### config.mk
export PLATFORM = sky130hd
export DESIGN_NAME = branch_unit_bht
export DESIGN_NICKNAME = d
export VERILOG_FILES = /design/src/rtl/branch_unit_bht_pkg.sv /design/src/rtl/branch_unit_bht_sat_counter2.sv /design/src/rtl/branch_unit_bht.sv
export SDC_FILE = /design/constraint.sdc
export NUM_CORES = 1
export LEC_CHECK = 0
export ABC_AREA = 1
export ABC_CLOCK_PERIOD_IN_PS = 5400
export CAP_MARGIN = 10
export CORE_MARGIN = 1.5
export CORE_UTILIZATION = 48
export DETAILED_ROUTE_END_ITERATION = 7
export GPL_ROUTABILITY_DRIVEN = 0
export PLACE_DENSITY = 0.82
export SLEW_MARGIN = 0
export SYNTH_ARGS = -nofsm -noshare
export SYNTH_HDL_FRONTEND = slang
export SYNTH_SLANG_ARGS = --single-unit
export TNS_END_PERCENT = 30
### constraint.sdc
create_clock -name clk -period 5.4 [get_ports clk]
set_input_delay 1.62 -clock clk [delete_from_list [all_inputs] [get_ports clk]]
set_output_delay 1.62 -clock clk [all_outputs]
set_load 0.03 [all_outputs]
### src/rtl/branch_unit_bht_pkg.sv
// Shared types and constants for the branch resolution unit and its
// branch history table of 2-bit saturating counters.
package branch_unit_bht_pkg;

  localparam int unsigned BUS_WIDTH = 32;

  typedef enum logic [2:0] {
    BR_BEQ     = 3'd0,
    BR_BNE     = 3'd1,
    BR_NO_JUMP = 3'd2,
    BR_JUMP    = 3'd3,
    BR_BLT     = 3'd4,
    BR_BGE     = 3'd5,
    BR_BLTU    = 3'd6,
    BR_BGEU    = 3'd7
  } br_type_e;

  localparam logic [1:0] CTR_SNT = 2'b00;
  localparam logic [1:0] CTR_WNT = 2'b01;
  localparam logic [1:0] CTR_WT  = 2'b10;
  localparam logic [1:0] CTR_ST  = 2'b11;

  // Only the funct3-derived compare types train the predictor and count as branches.
  function automatic logic is_cond(input br_type_e t);
    return (t != BR_JUMP) && (t != BR_NO_JUMP);
  endfunction

endpackage

### src/rtl/branch_unit_bht_sat_counter2.sv
// One BHT entry: 2-bit saturating up/down counter with enable and
// synchronous reset to a configurable initial state.
module sat_counter2
  import branch_unit_bht_pkg::*;
#(
  parameter logic [1:0] CTR_INIT = CTR_WNT
) (
  input  logic       clk,
  input  logic       rst,
  input  logic       en_i,
  input  logic       up_i,
  output logic [1:0] ctr_o
);

  logic [1:0] ctr_q;
  logic [1:0] ctr_d;

  always_comb begin
    ctr_d = ctr_q;
    if (en_i) begin
      if (up_i && (ctr_q != CTR_ST)) begin
        ctr_d = ctr_q + 2'd1;
      end else if (!up_i && (ctr_q != CTR_SNT)) begin
        ctr_d = ctr_q - 2'd1;
      end
    end
  end

  always_ff @(posedge clk) begin
    if (rst) begin
      ctr_q <= CTR_INIT;
    end else begin
      ctr_q <= ctr_d;
    end
  end

  assign ctr_o = ctr_q;

endmodule

### src/rtl/branch_unit_bht.sv
// Branch condition resolution with a PC-indexed 2-bit counter predictor,
// one-cycle registered resolution result and saturating statistics.
module branch_unit_bht
  import branch_unit_bht_pkg::*;
#(
  parameter int unsigned XLEN      = BUS_WIDTH,
  parameter int unsigned BHT_DEPTH = 64,
  parameter logic [1:0]  CTR_INIT  = CTR_WNT,
  parameter int unsigned STAT_W    = 16
) (
  input  logic              clk,
  input  logic              rst,
  input  logic [XLEN-1:0]   pc_f,
  output logic              pred_taken_f,
  input  logic              ex_valid,
  input  logic              flush,
  input  logic [2:0]        br_type,
  input  logic [XLEN-1:0]   A,
  input  logic [XLEN-1:0]   B,
  input  logic [XLEN-1:0]   pc_e,
  input  logic [XLEN-1:0]   target_e,
  input  logic              pred_taken_e,
  output logic              res_valid,
  output logic              res_taken,
  output logic              mispredict,
  output logic [XLEN-1:0]   redirect_pc,
  output logic [STAT_W-1:0] br_count,
  output logic [STAT_W-1:0] mp_count
);

  localparam int unsigned IDX_W = $clog2(BHT_DEPTH);

  function automatic logic eval_cond(input br_type_e t,
                                     input logic [XLEN-1:0] a,
                                     input logic [XLEN-1:0] b);
    logic r;
    r = 1'b0;
    case (t)
      BR_BEQ:     r = (a == b);
      BR_BNE:     r = (a != b);
      BR_BLT:     r = ($signed(a) <  $signed(b));
      BR_BGE:     r = ($signed(a) >= $signed(b));
      BR_BLTU:    r = (a <  b);
      BR_BGEU:    r = (a >= b);
      BR_JUMP:    r = 1'b1;
      BR_NO_JUMP: r = 1'b0;
      default:    r = 1'b0;
    endcase
    return r;
  endfunction

  br_type_e         bt;
  logic             go;
  logic             cond;
  logic             taken;
  logic             bht_upd;
  logic [IDX_W-1:0] idx_f;
  logic [IDX_W-1:0] idx_e;
  logic [1:0]       bht [BHT_DEPTH];

  assign bt      = br_type_e'(br_type);
  assign go      = ex_valid & ~flush;
  assign cond    = is_cond(bt);
  assign taken   = eval_cond(bt, A, B);
  assign bht_upd = go & cond;
  assign idx_f   = pc_f[IDX_W+1:2];
  assign idx_e   = pc_e[IDX_W+1:2];

  // PC bits outside the index slice do not participate in prediction.
  logic unused_pc_bits;
  assign unused_pc_bits = ^{pc_f[XLEN-1:IDX_W+2], pc_f[1:0]};

  for (genvar i = 0; i < BHT_DEPTH; i++) begin : g_bht
    sat_counter2 #(
      .CTR_INIT (CTR_INIT)
    ) u_ctr (
      .clk   (clk),
      .rst   (rst),
      .en_i  (bht_upd && (idx_e == IDX_W'(i))),
      .up_i  (taken),
      .ctr_o (bht[i])
    );
  end

  // Reads the pre-update table state, so a same-cycle collision sees the old value.
  assign pred_taken_f = bht[idx_f][1];

  logic              res_valid_q,   res_valid_d;
  logic              res_taken_q,   res_taken_d;
  logic              mispredict_q,  mispredict_d;
  logic [XLEN-1:0]   redirect_pc_q, redirect_pc_d;
  logic [STAT_W-1:0] br_count_q,    br_count_d;
  logic [STAT_W-1:0] mp_count_q,    mp_count_d;

  always_comb begin
    res_valid_d   = go;
    mispredict_d  = go & (taken != pred_taken_e);
    res_taken_d   = res_taken_q;
    redirect_pc_d = redirect_pc_q;
    br_count_d    = br_count_q;
    mp_count_d    = mp_count_q;
    if (go) begin
      res_taken_d   = taken;
      redirect_pc_d = taken ? target_e : XLEN'(pc_e + XLEN'(4));
      if (cond && (br_count_q != '1)) begin
        br_count_d = br_count_q + STAT_W'(1);
      end
      if (mispredict_d && (mp_count_q != '1)) begin
        mp_count_d = mp_count_q + STAT_W'(1);
      end
    end
  end

  always_ff @(posedge clk) begin
    if (rst) begin
      res_valid_q   <= 1'b0;
      res_taken_q   <= 1'b0;
      mispredict_q  <= 1'b0;
      redirect_pc_q <= '0;
      br_count_q    <= '0;
      mp_count_q    <= '0;
    end else begin
      res_valid_q   <= res_valid_d;
      res_taken_q   <= res_taken_d;
      mispredict_q  <= mispredict_d;
      redirect_pc_q <= redirect_pc_d;
      br_count_q    <= br_count_d;
      mp_count_q    <= mp_count_d;
    end
  end

  assign res_valid   = res_valid_q;
  assign res_taken   = res_taken_q;
  assign mispredict  = mispredict_q;
  assign redirect_pc = redirect_pc_q;
  assign br_count    = br_count_q;
  assign mp_count    = mp_count_q;

endmodule

# [Word-level counts from Yosys, hierarchy flattened]
# Cells that the tools add are included.
# W data, S select, Z words.
[op_classes] n_addsub=131 n_mul=0 n_div=0 order_cmp=5 eq_ne=141 shift=0 muxes=133 bitwise=5 reduce_logical=392
[op_table] operator="$mux W2" count=130
[op_table] operator="$reduce_bool A2 Y1" count=128
[op_table] operator="$logic_and A1 B1 Y1" count=195
[op_table] operator="$eq A6 B6 Y1 const B" count=32
[op_table] operator="$reduce_and A2 Y1" count=66
[op_table] operator="$add A2 B1 Y2 const B" count=64
[op_table] operator="$ne A2 B2 Y1 const B" count=64
[op_table] operator="$sub A2 B1 Y2 const B" count=64
[op_table] operator="$eq A6 B5 Y1 const B" count=16
[op_table] operator="$ge A32 B32 Y1" count=2
[op_table] operator="$lt A32 B32 Y1" count=2
[op_table] operator="$eq A6 B4 Y1 const B" count=8
[op_table] operator="$add A16 B1 Y16 const B" count=2
[op_table] operator="$add A32 B3 Y32 const B" count=1
[op_table] operator="$eq A32 B32 Y1" count=1
[op_table] operator="$mux W32" count=1
[op_table] operator="$ne A16 B16 Y1 const B" count=2
[op_table] operator="$ne A32 B32 Y1" count=1
[op_table] operator="$eq A6 B3 Y1 const B" count=4
[op_table] operator="$bmux W2 S6" count=1
[op_table] operator="$eq A3 B3 Y1 const B" count=4
[op_table] operator="$eq A6 B2 Y1 const B" count=2
[op_table] operator="$pmux W1 S8" count=1
[op_table] operator="$ge A7 B7 Y1 const B" count=1
[op_table] operator="11 further kinds" count=15
[word_totals] register_bits=195 latch_bits=0 ramBits=0 rom_bits=0 inputBits=168 word_cells=877 memories=0

# [Logic depth before layout (Yosys ltp)]
# Gate-level depths: netlist (run 1).
[depth] ltp_word=6 ltp_mapped=21 depth_no_buf=20

# [By module]
# Synthesis (run 1) repeated with hierarchy kept, for this count alone.
[unflattened] hier_cells=2090 hier_area_um2=12339.3
[modules_own_cells] module="sat_counter2" n_inst=64 cells_each=18 area_per_inst_um2=102.6 seq_area_each_um2=40.0
[modules_own_cells] module="branch_unit_bht" n_inst=1 cells_each=938 area_per_inst_um2=5773.0 seq_area_each_um2=1341.3

# [Worst setup path after synthesis (run 1)]
# No wires, ideal clock.
[synth_timing] path_type="input to output" startpoint="in pc_f[2]" endpoint="out pred_taken_f" t_arrival_ns=3.342 t_required_ns=3.780 setup_slack_ns=0.438 stages=9 path_buffers=2 cell_sequence="clkbuf_1 -> inv_1 -> clkbuf_1 -> nor2_1 -> o21ai_0 -> o21ai_0 -> o22ai_1 -> nor2_1 -> o31ai_1"
[synth_via] elab_chain_len=4
[synth_rtl] item="from (decl)" line_no="branch_unit_bht.sv:13" rtl="input logic [XLEN-1:0] pc_f,"
[synth_rtl] item="$not A6 Y7 (not written as such)" line_no="branch_unit_bht.sv:86" rtl="assign pred_taken_f = bht[idx_f][1];"
[synth_rtl] item="$bmux W2 S6" line_no="branch_unit_bht.sv:86"
[synth_rtl] item="$mux W2 (not written as such) (2 in a row)" line_no="branch_unit_bht.sv:86"
[synth_rtl] item="to (decl)" line_no="branch_unit_bht.sv:14" rtl="output logic pred_taken_f,"
# No other way between the ends. The select of a mux whose other input is x is not followed.

# [Worst setup path after layout (run 1)]
[layout_timing] startpoint="in pc_f[3]" endpoint="out pred_taken_f"
# Same word-level chain as after synthesis.

==> results.md, run 1 <==
- The number of global-route vias before repair is 11.6k.
- The total via count after detailed routing is 12.6k.
- The synthesized flop and latch total is 195.
- The kind of critical path is input pin to primary output.
- The antenna violation net count after detailed routing is 0.
- The flow ran to the end, and the final reports show no timing, DRC or antenna violations.
- The number of distinct library cells after synthesis is 45.
- In this run, synthesis inferred 0 flip-flops with an integrated enable.
- Yosys printed 0 warnings.
- After the first detailed-routing iteration, the DRC count stood at 979.
- Synthesis handed over a netlist of 1812 instances.
- The analysis attributes to cell leakage a power of 5.33 nW.
- At the end of the flow, the number of nets in the layout was 2194.
- The depth of the worst register-to-register path is 8.
- Port buffering added 209 buffers.
- The finished cells cover 14700 µm².
- No sink is reached through more buffers than the 2 on the longest clock path.
- The portion of the post-synthesis area used by sequential elements is 33.3%.
- The critical path's largest stage delay is 600 ps.
- The number of antenna violations at the first check in global routing is 0.
- Based on the critical path, the design can be clocked at up to 193 MHz.
- The total negative setup slack is 0 ps.
- After detailed routing, the number of remaining DRC violations is 0.
- Setup repair after global routing left no endpoint under its margin.
- Global routing used 25.5% of the available tracks across all layers.
- The fraction of layout instances using a drive strength above 1 is 4.35%.
- The initial utilization of the core area, before any placement, comes to 48.5%.
- CTS placed an instance of clkbuf_16 at the clock tree root.
- The power density over cell area is 229 nW/µm².
- The worst setup margin is 213 ps.
- The cell repeated most along the worst path is o21ai_0.
- The final number of setup-violating endpoints is 0.
- The number of nets handed over by synthesis was 2018.
- Clock-pin slew was measured on the worst setup and hold paths at 70 ps.
- Averaged over all synthesized cells, the footprint is 6.47 µm².
- Buffers inserted to repair hold after CTS numbered 0.
- The H-tree was split into 4 levels.
- Measured along the x axis, the die boundary spans 159 µm.
- The count of maximum capacitance violations is 0.
- Walking the worst path, the cells encountered are clkdlybuf4s50_1 > buf_4 > o21ai_0 > o21ai_0 > o21ai_0 > o22ai_1 > nor2_1 > o31ai_1 > buf_4.
- The source-to-sink clock delay at the later pin of the worst-skew pair is 440 ps.
- The worst register-to-register path begins at mp_count[6].
- The most critical setup path has its startpoint at pc_f[3].
- Subtracting the final worst setup slack from the clock period gives 5190 ps.
- Setup slack on the worst reg-to-reg path comes out at 2560 ps.
- The type of element launching the critical path is an input pin.
- STA puts the critical path data required time at 3780 ps.
- Across the routed clock network, the largest skew measured is 7.47 ps.
- The core region is 24200 µm².
- The path class of the tightest hold or removal check is register to register.
- The final hold violation count is 0.
- Excluding fillers, the count of instances in the completed layout stands at 2324.
- TritonCTS built the clock tree.
- Pin placement for this block handled 236 I/O pins.
- The row count is 57.
- The top fanout value on the critical path is 8.
- The mean number of vias per cell is 5.43.
- The worst max-slew margin expressed relative to the limit is 37.0%.
- The global-route wire length before repair is 54.0 mm.
- After detailed routing, the total wire length is 33.3 mm.
- IR analysis of the VDD net gives a maximum drop of 0.000211 V.
- The placed instances occupy a cell area of 14000 µm².
- STA classifies the critical path endpoint as a primary output.
- The critical path capture point is pred_taken_f.
- The post-synthesis cell area is 11700 µm².
- The detailed placement HPWL is 23.8 mm.
- Summed over its instances, the top area cell type makes up 33.3% of the synthesized netlist area.
- After detailed routing, the average wire length per cell comes to 14.3 µm.
- The library cell contributing the largest single delay on the critical path is clkdlybuf4s50_1.
- Yosys attributes the largest share of cell area to dfxtp_1 (33%), nand2_1 (12%), a21oi_1 (11%).
- The pin count of the biggest net entering global routing is 68.
- The aggregate global routing overflow is 0.
- The number of detailed-route iterations in the first pass is 5.
- The count of inserted antenna diode cells is 0.
- The critical path arrival is 3570 ps.
- The die outline height is 159 µm.
- The relative area change from synthesis to final layout is 25.3%.
- The number of max-slew violations in the final report is 0.
- For this run, the leading register cell type out of synthesis is dfxtp_1.
- The total clock buffers created by CTS is 17.
- The worst slack after detailed placement is 151 ps.
- At the pin with the least slew margin, the transition time is 946 ps.
- Of all flip-flops after synthesis, the portion carrying an async set or reset was 0%.
- Counting tap cells, the placed design contains a total of 2288 instances.
- The die footprint is 25400 µm².
- The endpoint of the lowest-slack register-to-register path is mp_count[9].
- The biggest area contributor in the post-synthesis netlist is dfxtp_1.
- The final cycle utilization of the critical path is 96.1%.
- The clock sink count is 195.
[synth_stat cells, drive strengths merged (11+ instances only)]
| cell type | instances |
|---|---|
| a21oi | 269 |
| buf | 31 |
| clkbuf | 44 |
| dfxtp | 195 |
| ha | 38 |
| inv | 234 |
| nand2 | 373 |
| nand3 | 47 |
| nand4 | 22 |
| nor2 | 184 |
| nor3 | 25 |
| o211ai | 26 |
| o21ai | 250 |
| xnor2 | 11 |
| xor2 | 20 |
[worst max-delay path, delay by kind of cell]
family / cells / cell delay (ps)
buf+inv: 3 / 1030
simple gates: 1 / 60
compound gates: 5 / 850
[routing by layer]
metal	share of wire, %	global-route usage (%)	up-vias	routed length [µm]
met4	3.6	10.8	0	1200
li1	-	-	6340	-
met3	6.0	4.79	93	2000
met1	42	30.5	5790	14000
met5	0	0	-	0
met2	48	44.5	407	16000
[layout by cell type, fill, tap and decap left out, drive strengths merged, types with 2 or more instances in the layout]
cell type / synthesis / routed
xor2: 20 / 20
nor2: 184 / 184
clkinv: 0 / 3
o21ai: 250 / 250
nand4: 22 / 22
o211ai: 26 / 26
ha: 38 / 38
clkinvlp: 0 / 2
nand3: 47 / 47
nor3: 25 / 25
clkdlybuf4s50: 0 / 206
bufinv: 0 / 2
or2: 2 / 2
a221oi: 9 / 9
nand2: 373 / 373
o22ai: 4 / 4
clkbuf: 44 / 25
o31ai: 2 / 2
a21oi: 269 / 269
o211a: 3 / 3
nor3b: 4 / 4
dfxtp: 195 / 195
xnor2: 11 / 11
buf: 31 / 24
inv: 234 / 234
nor4: 10 / 10
[report_power, final]
part | switching [mW] | internal [mW]
Combinational | 0.342 | 0.233
Clock | 0.564 | 0.756
Sequential | 0.0138 | 1.46
Total | 0.920 | 2.45
[state kept, by name, indices dropped and copies added, names as in the netlist]
signal,cells
redirect_pc,32
res_taken,1
mp_count,16
br_count,16
g_bht.u_ctr.ctr_o,128
res_valid,1
mispredict,1
[area by class of cell]
cell class / count / area (µm²)
Multi-Input combinational cell: 1308 / 6580
Sequential cell: 195 / 3900
Inverter: 234 / 882
Clock inverter: 7 / 95.1
Clock buffer: 24 / 512
Timing Repair Buffer: 232 / 2310
Fill cell: 2141 / 9490
Tap cell: 324 / 405
[what timing repair did]
| action | in CTS | in global routing |
|---|---|---|
| gates resized for setup | 0 | 2 |
| buffers inserted | 0 | 4 |
| setup endpoints to repair | 0 | 1 |
[logic make-up (layout without fill, tap and decap cells)]
| kind of cell | Yosys count | in the layout | share of synthesized area (%) |
|---|---|---|---|
| flops | 195 | 195 | 33.3 |
| xor+xnor | 31 | 31 | 2.32 |
| fa+ha+maj | 38 | 38 | 4.05 |
| compound gates | 569 | 569 | 25.5 |
| buf+inv | 309 | 497 | 10.7 |
| simple gates | 670 | 670 | 24.1 |
[worst min-delay path by stage]
stage                     cells after the start                      end                    start
after floorplan                               2  g_bht[0].u_ctr.ctr_o[0]  g_bht[0].u_ctr.ctr_o[0]
after global placement                        2           redirect_pc[5]           redirect_pc[5]
after detailed placement                      2          redirect_pc[26]          redirect_pc[26]
after CTS                                     2           redirect_pc[9]           redirect_pc[9]
after global routing                          2           redirect_pc[9]           redirect_pc[9]
final                                         2           redirect_pc[9]           redirect_pc[9]
[through the flow]
step / util [%] / hold WS (ps) / total power [mW]
CTS: 60.5 / 465 / 3.37
global placement: 58.0 / 451 / 2.06
floorplan: - / 452 / 1.84
global route: 60.8 / 479 / 3.49
detailed placement: 58.0 / 457 / 2.07
finish: 60.8 / 465 / 3.37
Power figures use the tool's default switching activity.
==> inputs of run 2 (changes only) <==
--- a/config.mk
+++ b/config.mk
@@ -12,8 +12,8 @@
 export CORE_UTILIZATION = 48
 export DETAILED_ROUTE_END_ITERATION = 7
 export GPL_ROUTABILITY_DRIVEN = 0
-export PLACE_DENSITY = 0.82
-export SLEW_MARGIN = 0
+export PLACE_DENSITY = 0.75
+export SLEW_MARGIN = 10
 export SYNTH_ARGS = -nofsm -noshare
 export SYNTH_HDL_FRONTEND = slang
 export SYNTH_SLANG_ARGS = --single-unit
==> results.md, run 2 (synthesized netlist as in run 1, its figures left out) <==
- The run finished with clean final reports.
- The chip width came to 159 µm (unchanged).
- The clock-pin slew of the registers on the worst-case setup and hold paths is 80 ps (about the same).
- The number of max-slew violations in the final report was 0 (unchanged).
- The pin count of the biggest net entering global routing is 109 (+60%).
- The nature of the critical path endpoint is a primary output.
- The transition time at the pin with the least slew margin is 916 ps (-29.3 ps).
- The required time reported for the critical path endpoint is 3780 ps (about the same).
- The final cycle utilization of the critical path was 96.0% (about the same).
- The critical path's largest stage delay is 570 ps (-30 ps).
- The number of detailed-route iterations in the first pass is 5 (unchanged).
- The cell sitting at the root of the clock tree is a clkbuf_16.
- The worst max-slew margin expressed relative to the limit was 38.9% (+2.0 points).
- Among all stages on the critical path, the largest delay is contributed by clkdlybuf4s50_1.
- The maximum clock path buffer count is 2 (unchanged).
- The total clock buffers created by CTS is 17 (unchanged).
- The largest delay contributor family on the critical path is buffers and inverters.
- The detailed placement HPWL is 23.4 mm (-1.8%).
- The count of unresolved DRC violations after routing was 0 (unchanged).
- The aggregate global routing overflow came to 0 (unchanged).
- The kind of critical path is input pin to primary output.
- The number of violations reported at the end of detailed-routing iteration 0 is 933 (-4.7%).
- The number of buffer and inverter stages on the critical path came to 3 (unchanged).
- The count of maximum capacitance violations is 0 (unchanged).
- The number of global-route vias before repair is 11.7k (+0.42%).
- The total detailed-routing wirelength came to 33.1 mm (-0.52%).
- The type of element launching the critical path is an input pin.
- The count of fill cells added during filler insertion was 2270 (+6.0%).
- The final number of setup-violating endpoints is 0 (unchanged).
- The die footprint is 25400 µm² (unchanged).
- The worst slack after detailed placement is 142 ps (-9.37 ps).
- The maximum clock frequency is 193 MHz (about the same).
- TritonCTS built the clock tree.
- Walking the worst path, the cells encountered are clkdlybuf4s50_1 > buf_4 > o21ai_0 > o21ai_0 > o21ai_0 > o22ai_1 > nor2_1 > o31ai_1 > buf_4.
- The total negative setup slack is 0 ps (unchanged).
- The global-route wire length before repair is 55.0 mm (+1.8%).
- The total track usage is 26.0% (+0.50 points).
- The flip-flop count of the largest register, all copies and words added is 128 (unchanged).
- The count of inserted antenna diode cells is 0 (unchanged).
- In this design, the critical path's most frequently occurring cell is o21ai_0.
- The maximum vdd ir drop was 0.000198 V (-6.3%).
- The worst setup margin was 218 ps (+4.77 ps).
- The total via count after detailed routing is 12.5k (-1.3%).
- The fraction of layout instances using a drive strength above 1 is 4.21% (-0.14 points).
- The level count of the clock H-tree came to 4 (unchanged).
- The count of input and output buffers came to 209 (unchanged).
- The tightest hold margin is 465 ps (+0.644 ps).
- The final non-filler cell total came to 2320 (-0.17%).
- The final worst clock skew is 8.28 ps (+0.804 ps).
- The leakage dissipation came to 5.29 nW (-0.70%).
- From synthesis to final layout, the design area changed by 24.9%.
- The cell total after placement is 2285 (-0.13%).
- The clock period minus worst slack was 5180 ps (-4.77 ps).
- The row count came to 57 (unchanged).
- The per-cell routed wire length is 14.3 µm (-0.35%).
- The worst min-delay path category is register to register.
- The die outline height is 159 µm (unchanged).
- The library cell used most frequently in the layout, excluding fill and tap cells, is nand2_1.
- The number of antenna violations at the first check in global routing was 0 (unchanged).
- The post-layout net count is 2189 (-0.23%).
- The initial cell density of the core is 48.5% (unchanged).
- The top cell types in the final layout, fill and taps aside, are nand2_1 (367), a21oi_1 (269), inv_1 (227).
- The mean number of vias per cell is 5.37 (-1.2%).
- The source-to-sink clock delay at the later pin of the worst-skew pair is 450 ps (about the same).
- The critical path arrival is 3560 ps (about the same).
- The antenna violation net count after detailed routing was 0 (unchanged).
- The power density over cell area is 229 nW/µm² (about the same).
- Setup repair after global routing left no endpoint under its margin.
- The cts-stage hold buffer count is 0 (unchanged).
- The total design power is 3.36 mW (-0.27%).
- The final hold violation count is 0 (unchanged).
- The core area is 24200 µm² (unchanged).
- The top fanout value on the critical path is 9 (+1).
- The clock sink count is 195 (unchanged).
- The I/O pin count is 236 (unchanged).
run 2: worst reg2reg max path, delay by kind of cell, from the launching register on:
kind	cells	cell delay [ps]
AO/OA/AOI/OAI	1	180
buffers and inverters	1	120
flip-flops	1	440
AND/OR/NAND/NOR	6	2140
run 2: worst paths after layout:
| kind | start | end | slack, ps | depth (start not counted) |
|---|---|---|---|---|
| max | pc_f[3] | pred_taken_f | 220 | 9 |
| max reg2reg | mp_count[6] | mp_count[9] | 2440 | 8 |
| min reg2reg | redirect_pc[28] | redirect_pc[28] | 470 | 2 |
| min | redirect_pc[28] | redirect_pc[28] | 470 | 2 |
run 2: what timing repair did:
action,in CTS,in global routing
buffers inserted,0,2
resized for setup,0,3
endpoints found under the setup margin,0,1
run 2: metrics by stage:
stage / utilization, % / cell area (µm²)
floorplan: - / 11700
global route: 60.6 / 14700
CTS: 60.5 / 14600
global placement: 57.9 / 14000
detailed placement: 57.9 / 14000
finish: 60.6 / 14700
run 2: report_power, final:
| part | total (mW) | internal, mW | leakage, nW | switching, mW |
|---|---|---|---|---|
| sequential | 1.47 | 1.46 | 1.58 | 0.0128 |
| clock | 1.32 | 0.669 | 0.297 | 0.653 |
| combinational | 0.565 | 0.226 | 3.42 | 0.339 |
run 2: metal layers:
| layer | part of all wire, % | GRT usage (%) |
|---|---|---|
| met5 | 0 | 0 |
| met4 | 2.4 | 9.48 |
| met3 | 5.2 | 4.53 |
| met2 | 49 | 44.8 |
| met1 | 44 | 32.4 |
run 2: final cells by class:
cell class | count | area [µm²] | share of cell area (%)
multi-input cells | 1308 | 6580 | 44.9
clock inverters | 15 | 191 | 1.31
flip-flops and latches | 195 | 3900 | 26.6
repair inverters | 1 | 7.51 | 0.0512
inverters | 234 | 883 | 6.03
repair buffers | 226 | 2250 | 15.4
well taps | 324 | 405 | 2.77
clock buffers | 17 | 425 | 2.90
==> inputs of run 3 (changes only) <==
--- a/config.mk
+++ b/config.mk
@@ -10,6 +10,7 @@
 export CAP_MARGIN = 10
 export CORE_MARGIN = 1.5
 export CORE_UTILIZATION = 48
+export CTS_CLUSTER_SIZE = 25
 export DETAILED_ROUTE_END_ITERATION = 7
 export GPL_ROUTABILITY_DRIVEN = 0
 export PLACE_DENSITY = 0.75
==> results of run 3 <==
The final DEF is identical to that of run 2; final timing and power are the same.
